$ cat src/rtl/pcileech_sysctl.sv
// System control: power-on reset stretch, tick counter, debounced buttons with
// press / long-press detection, and per-LED drive modes.
module pcileech_sysctl #(
   parameter int unsigned NUM_BTN         = 2,
   parameter int unsigned NUM_LED         = 2,
   parameter int unsigned CNT_WIDTH       = 64,
   parameter int unsigned RST_HOLD_CYCLES = 64,
   parameter int unsigned DEBOUNCE_CYCLES = 1000000,
   parameter int unsigned LONG_CYCLES     = 500000000,
   parameter bit          RST_BTN_EN      = 1'b1,
   parameter int unsigned RST_BTN_IDX     = 1,
   parameter int unsigned BLINK_BIT       = 24,
   parameter int unsigned PWRON_BIT       = 27
) (
   input  logic                   clk,
   input  logic                   rst,
   input  logic [NUM_BTN-1:0]     btn_n,
   input  logic [NUM_LED-1:0]     led_in,
   input  logic [2*NUM_LED-1:0]   led_mode,
   output logic                   rst_out,
   output logic [CNT_WIDTH-1:0]   tickcount,
   output logic [NUM_BTN-1:0]     btn_state,
   output logic [NUM_BTN-1:0]     btn_press,
   output logic [NUM_BTN-1:0]     btn_long,
   output logic [NUM_BTN-1:0]     btn_long_lvl,
   output logic [NUM_LED-1:0]     led_out
);

   localparam int unsigned DEB_W  = (DEBOUNCE_CYCLES > 1) ? $clog2(DEBOUNCE_CYCLES) : 1;
   localparam int unsigned HOLD_W = $clog2(LONG_CYCLES + 1);
   localparam logic [DEB_W-1:0]  DEB_LAST  = DEB_W'(DEBOUNCE_CYCLES - 1);
   localparam logic [HOLD_W-1:0] HOLD_MAX  = HOLD_W'(LONG_CYCLES);
   localparam logic [HOLD_W-1:0] HOLD_PRE  = HOLD_W'(LONG_CYCLES - 1);
   localparam logic [CNT_WIDTH-1:0] POR_LAST = CNT_WIDTH'(RST_HOLD_CYCLES - 1);

   logic [NUM_BTN-1:0]             sync1_q, sync2_q;
   logic [NUM_BTN-1:0]             state_q, state_d;
   logic [NUM_BTN-1:0]             press_q, press_d;
   logic [NUM_BTN-1:0]             long_q, long_d;
   logic [NUM_BTN-1:0]             lvl_q, lvl_d;
   logic [NUM_BTN-1:0][DEB_W-1:0]  deb_q, deb_d;
   logic [NUM_BTN-1:0][HOLD_W-1:0] hold_q, hold_d;

   logic [CNT_WIDTH-1:0]           tick_q, tick_d;
   logic                           por_q, por_d;
   logic                           rst_out_q, rst_out_d;
   logic [NUM_LED-1:0]             led_q, led_d;

   logic                           sys_clr;
   logic                           blink, pwron;

   // Button path: a level must differ from the debounced state for
   // DEBOUNCE_CYCLES consecutive samples before the state follows it.
   always_comb begin
      state_d = state_q;
      deb_d   = deb_q;
      hold_d  = hold_q;
      press_d = '0;
      long_d  = '0;
      lvl_d   = '0;
      for (int i = 0; i < int'(NUM_BTN); i++) begin
         if (~sync2_q[i] != state_q[i]) begin
            if (deb_q[i] == DEB_LAST) begin
               state_d[i] = ~state_q[i];
               deb_d[i]   = '0;
            end else begin
               deb_d[i] = deb_q[i] + 1'b1;
            end
         end else begin
            deb_d[i] = '0;
         end
         press_d[i] = state_d[i] & ~state_q[i];

         if (!state_q[i]) begin
            hold_d[i] = '0;
         end else if (hold_q[i] != HOLD_MAX) begin
            hold_d[i] = hold_q[i] + 1'b1;
         end
         long_d[i] = state_q[i] & (hold_q[i] == HOLD_PRE);
         lvl_d[i]  = (long_d[i] | lvl_q[i]) & state_d[i];
      end
   end

   // The reset button only clears the system side; button logic obeys rst alone.
   assign sys_clr = rst | (RST_BTN_EN && state_q[RST_BTN_IDX]);

   always_comb begin
      tick_d    = sys_clr ? '0 : tick_q + 1'b1;
      por_d     = ~sys_clr & (por_q | (tick_q == POR_LAST));
      rst_out_d = sys_clr | ~por_d;
   end

   assign blink = tick_q[BLINK_BIT];
   assign pwron = blink & ~(|tick_q[CNT_WIDTH-1:PWRON_BIT]);

   always_comb begin
      led_d = '0;
      for (int i = 0; i < int'(NUM_LED); i++) begin
         case (led_mode[2*i +: 2])
            2'b00:   led_d[i] = led_in[i];
            2'b01:   led_d[i] = ~led_in[i];
            2'b10:   led_d[i] = led_in[i] & blink;
            default: led_d[i] = led_in[i] ^ pwron;
         endcase
      end
   end

   always_ff @(posedge clk) begin
      if (rst) begin
         sync1_q   <= '1;
         sync2_q   <= '1;
         state_q   <= '0;
         press_q   <= '0;
         long_q    <= '0;
         lvl_q     <= '0;
         deb_q     <= '0;
         hold_q    <= '0;
         tick_q    <= '0;
         por_q     <= 1'b0;
         rst_out_q <= 1'b1;
         led_q     <= '0;
      end else begin
         sync1_q   <= btn_n;
         sync2_q   <= sync1_q;
         state_q   <= state_d;
         press_q   <= press_d;
         long_q    <= long_d;
         lvl_q     <= lvl_d;
         deb_q     <= deb_d;
         hold_q    <= hold_d;
         tick_q    <= tick_d;
         por_q     <= por_d;
         rst_out_q <= rst_out_d;
         led_q     <= led_d;
      end
   end

   assign rst_out      = rst_out_q;
   assign tickcount    = tick_q;
   assign btn_state    = state_q;
   assign btn_press    = press_q;
   assign btn_long     = long_q;
   assign btn_long_lvl = lvl_q;
   assign led_out      = led_q;

endmodule
$ cat config.mk
export PLATFORM = sky130hd
export DESIGN_NAME = pcileech_sysctl
export DESIGN_NICKNAME = d
export VERILOG_FILES = /design/src/rtl/pcileech_sysctl.sv
export SDC_FILE = /design/constraint.sdc
export NUM_CORES = 1
export LEC_CHECK = 0
export CAP_MARGIN = 20
export CORE_UTILIZATION = 57
export DETAILED_ROUTE_END_ITERATION = 10
export GPL_ROUTABILITY_DRIVEN = 0
export PLACE_DENSITY = 0.8
export SYNTH_ARGS = -nofsm -noshare
export SYNTH_HDL_FRONTEND = slang
export SYNTH_SLANG_ARGS = --single-unit
export TNS_END_PERCENT = 20
$ cat constraint.sdc
create_clock -name clk -period 2.9 [get_ports clk]
set_input_delay 0.58 -clock clk [delete_from_list [all_inputs] [get_ports clk]]
set_output_delay 0.58 -clock clk [all_outputs]
set_load 0.02 [all_outputs]
### Word-level counts from Yosys, hierarchy flattened

Cells that the tools add are included.

* latch bits: 0
* memories kept: 0
* flip-flop bits (word level): 178
* word-level logic and storage cells: 74
* input port bits: 10
* RAM bits: 0
* memory bits (read-only): 0
* output and inout bits: 75

* shifts and indexed selects: 0
* reductions and logical operators: 8
* add/subtract/negate cells: 5
* order comparisons: 0
* muxes and demuxes: 6
* multipliers: 0
* divide/modulo/power cells: 0
* bitwise logic cells: 28
* eq/ne operators: 13

Operators with widths (count)
* $add 64x1->64 const B: 1
* $eq 64x6->1 const B: 1
* $add 29x1->29 const B: 2
* $eq 29x29->1 const B: 2
* $ne 29x29->1 const B: 2
* $add 20x1->20 const B: 2
* $eq 20x20->1 const B: 2
* $reduce_or 37->1: 1
* $not 1->1: 11
* $and 1x1->1: 10
* $pmux 1 s3: 2
* $reduce_or 2->1: 3
* $reduce_or 3->1: 2
* $or 1x1->1: 5
* $eq 2x1->1 const B: 2
* $eq 2x2->1 const B: 2
* $logic_not 2->1: 2
* $mux 1: 4
* $ne 1x1->1: 2
* $xor 1x1->1: 2

### Logic depth before layout (Yosys ltp)

* word-level depth: 5
* mapped depth: 7
* gate-level depth less buffers: 7

### Least setup slack after synthesis

OpenSTA, ideal clock, no wires.

* path type: register to register
* from: register tick_q[0] (netlist: tickcount[0])
* to: register tick_q[62] (netlist: tickcount[62])
* clock period less this slack: 2.482 ns
* arrival time: 2.412 ns
* setup time: 0.071 ns
* buffers on the path: 0
* setup slack: 0.418 ns
* stages on the path, launching flop included: 7
* data required time: 2.829 ns
* cells stage by stage: dfxtp_1 > ha_1 > nand4_1 > nor4_2 > nand4_2 > or4_1 > a21oi_1

* word-level cells in the longest chain between the ends: 1

Ends and longest elaborated chain
* from (decl): line 44 `logic [CNT_WIDTH-1:0] tick_q, tick_d;`
* from (signal assigned): line 131 `tick_q <= tick_d;`
* $add 64x1->64: line 88 `tick_d = sys_clr ? '0 : tick_q + 1'b1;`

No other way between the ends.
A chain may end at the register's enable or synchronous reset.

### Worst setup path after layout

* from: register tick_q[26] (netlist: tickcount[26])
* to: register tick_q[60] (netlist: tickcount[60])

Same word-level chain as after synthesis.

==> reports/summary.txt <==
Setup Skew = 0.00818 ns
starting density of the core = 0.584
WL final = 17900 um
min cycle time layout = 2.59 ns
Clock Pin Slew Worst Setup and Hold Paths = 0.07 ns
Distinct cells, synth = 40
Syn Nets = 966
Ports = 85
# hold bufs at CTS = 0
pwr dens = 518 nW/um2
Setup TNS Final = 0 ns
slowest stage delay, CP = 0.65 ns
synth-to-layout area growth = 21.3%
status = completed
NumNets Final = 1053
Num CTS Buffers = 17
critical path endpoint category = register
Layout fillers = 1081
Setup CP Type = reg2reg
clock root cell = clkbuf_16
clk_lat worst skew = 0.43 ns
Final Non-Filler Cells = 1229
sequential area share after synthesis = 0.441
Die Area = 14600 um2
Port Buf Inserts = 84
WL/cell = 14.6 um
most frequent cells in the layout = dfxtp_1, nor2_1, xor2_1
worst min path class = reg2reg
Worst-Margin Slew = 0.722 ns
Worst Hold Launch = sync1_q[1]
initial antenna violation count = 0
# resized after CTS = 0
met2 Track Usage GR = 0.390
ys flop type = dfxtp_1
commonest non-fill, non-tap cell in the layout = dfxtp_1
hold path depth = 1
Inserted Diodes = 0
crit-path max FO = 19
GR Layer Usage met3 = 0.0437
Post-route DRC = 0
Mapped Cells = 949
Mapped Area = 8070 um2
Syn Area/Cell = 8.51 um2
Cell Rows = 43
Vias/cell = 5.72
worst ir drop on vdd = 0.000345 V
Placed Instances = 1197
fraction of layout cells with a size suffix above 1 = 0.0610
Slew HR = 0.515
synth warn = 0
max-slew violation count = 0
crit-path cells = nand4_1 > nor4_1 > buf_4 > nand4_2 > or4_1 > a21oi_1
core region area = 13800 um2
number of synthesized flops with an enable pin = 0
crit path launch type = register
Reg2Reg Depth = 6
hpwl dp = 12300 um
Critical path origin = tickcount[26]
reg-to-reg slack, setup = 0.31 ns
Setup Buffers After CTS = 0
Hold Vio Cnt, Final = 0
global route overflow = 0
via count = 7034
max-cap violations = 0
TritonCTS clock tree = done
Total GRT Usage = 0.250
Synth area leader = dfxtp_1
RSZ-0062 raised after global routing = no
Req. time, crit path = 3.25 ns
Crit Reg-Reg Startpoint = tickcount[26]
clk buf depth = 2
Peak Freq = 387 MHz
Async SR Flop Fraction = 0
Yosys reg bits = 178
share of the synthesized area in the top cell type = 0.441
Tcrit/Tclk final = 0.892
Crit-path slowest cell = or4_1
Most Crowded Layer GR = met2
Iter 0 DRT Violations = 717
largest net degree at the start of global routing = 66
pre-CTS setup slack = 0.373 ns
GR Util met1 = 0.349
H-Tree Level Count = 4
leak pwr = 3.20 nW
CP Data Arrival Time = 2.94 ns
first-pass GRT wire length = 29500 um
# setup viols final = 0
Area contributors post-synth = dfxtp_1, xor2_1, nor2_1
Die Wd = 121 um
Initial DRT Pass Iterations = 5
vias in the first global route = 6182
Die H = 121 um
Final ANT Viol Nets = 0
Final Worst Setup Slack = 0.313 ns
clock sink count = 178
[final timing paths]
kind	endpoint
max reg2reg	tickcount[60]
max	tickcount[60]
min	sync2_q[1]
min reg2reg	sync2_q[1]
[where the power goes]
group	switching, mW	leakage (nW)	internal, mW
combinational	0.0478	1.45	0.0323
clock	0.953	0.319	1.58
sequential	0.00875	1.44	2.45
[per-stage QoR]
step                      hold WS [ns]   util  area [um2]  power [mW]
after floorplan                  0.389      -        8070        2.56
after global placement           0.394  0.660        9130        2.59
after detailed placement         0.396  0.660        9130        2.60
after CTS                        0.408  0.708        9790        5.10
after global routing             0.425  0.708        9790        5.23
final                            0.406  0.708        9790        5.07
[registers in the layout (all words and copies together), names as in the netlist, 2 cells and up]
signal        count
tickcount        64
hold_q           58
deb_q            40
btn_long          2
btn_long_lvl      2
btn_press         2
btn_state         2
led_out           2
sync1_q           2
sync2_q           2
[kinds of logic (layout without fill, tap and decap cells)]
family	after synthesis	count (layout)	synth area share
mux	4	4	0.00496
fa+ha+maj	7	7	0.0108
compound gates	57	57	0.0408
buf+inv	53	153	0.0250
xor+xnor	131	131	0.142
flops	178	178	0.441
simple gates	519	519	0.335
[metal layers]
layer | vias to the layer above | share of wire
li1 | 3516 | -
met1 | 3329 | 0.48
met2 | 171 | 0.46
met3 | 18 | 0.048
met4 | 0 | 0.011
met5 | - | 0
[final cells by class]
type | count | area [um2] | share of cell area
multi-input combinational | 718 | 4310 | 0.441
tap | 180 | 225 | 0.0230
sequential | 178 | 3560 | 0.364
inverter | 24 | 90.1 | 0.00920
clock inverter | 13 | 206 | 0.0211
timing repair buffer | 97 | 938 | 0.0958
clock buffer | 19 | 453 | 0.0463
[Yosys cell counts (all sizes together), types with 3 or more instances]
cell type and number:
dfxtp 178, nor2 163, xor2 90, nand3 71, nand2 55, nand4 55
xnor2 41, nor4 37, and3 30, nor3 26, a21oi 25, clkbuf 25
inv 24, or3 19, o21ai 18, or4 13, and4 11, and2 9
ha 7, nand2b 7, o31ai 6, or2 6, nor4b 5, buf 4
mux2i 4, nand4b 4, a211oi 3, or3b 3
[critical path, delay by kind of cell, from the launching register on]
kind	cells	cell delay, ns
and+or+nand+nor	4	1.63
buffers and inverters	1	0.20
DFF	1	0.53
AOI/OAI and AO/OA	1	0.15
(Power assumes the default switching activity.)
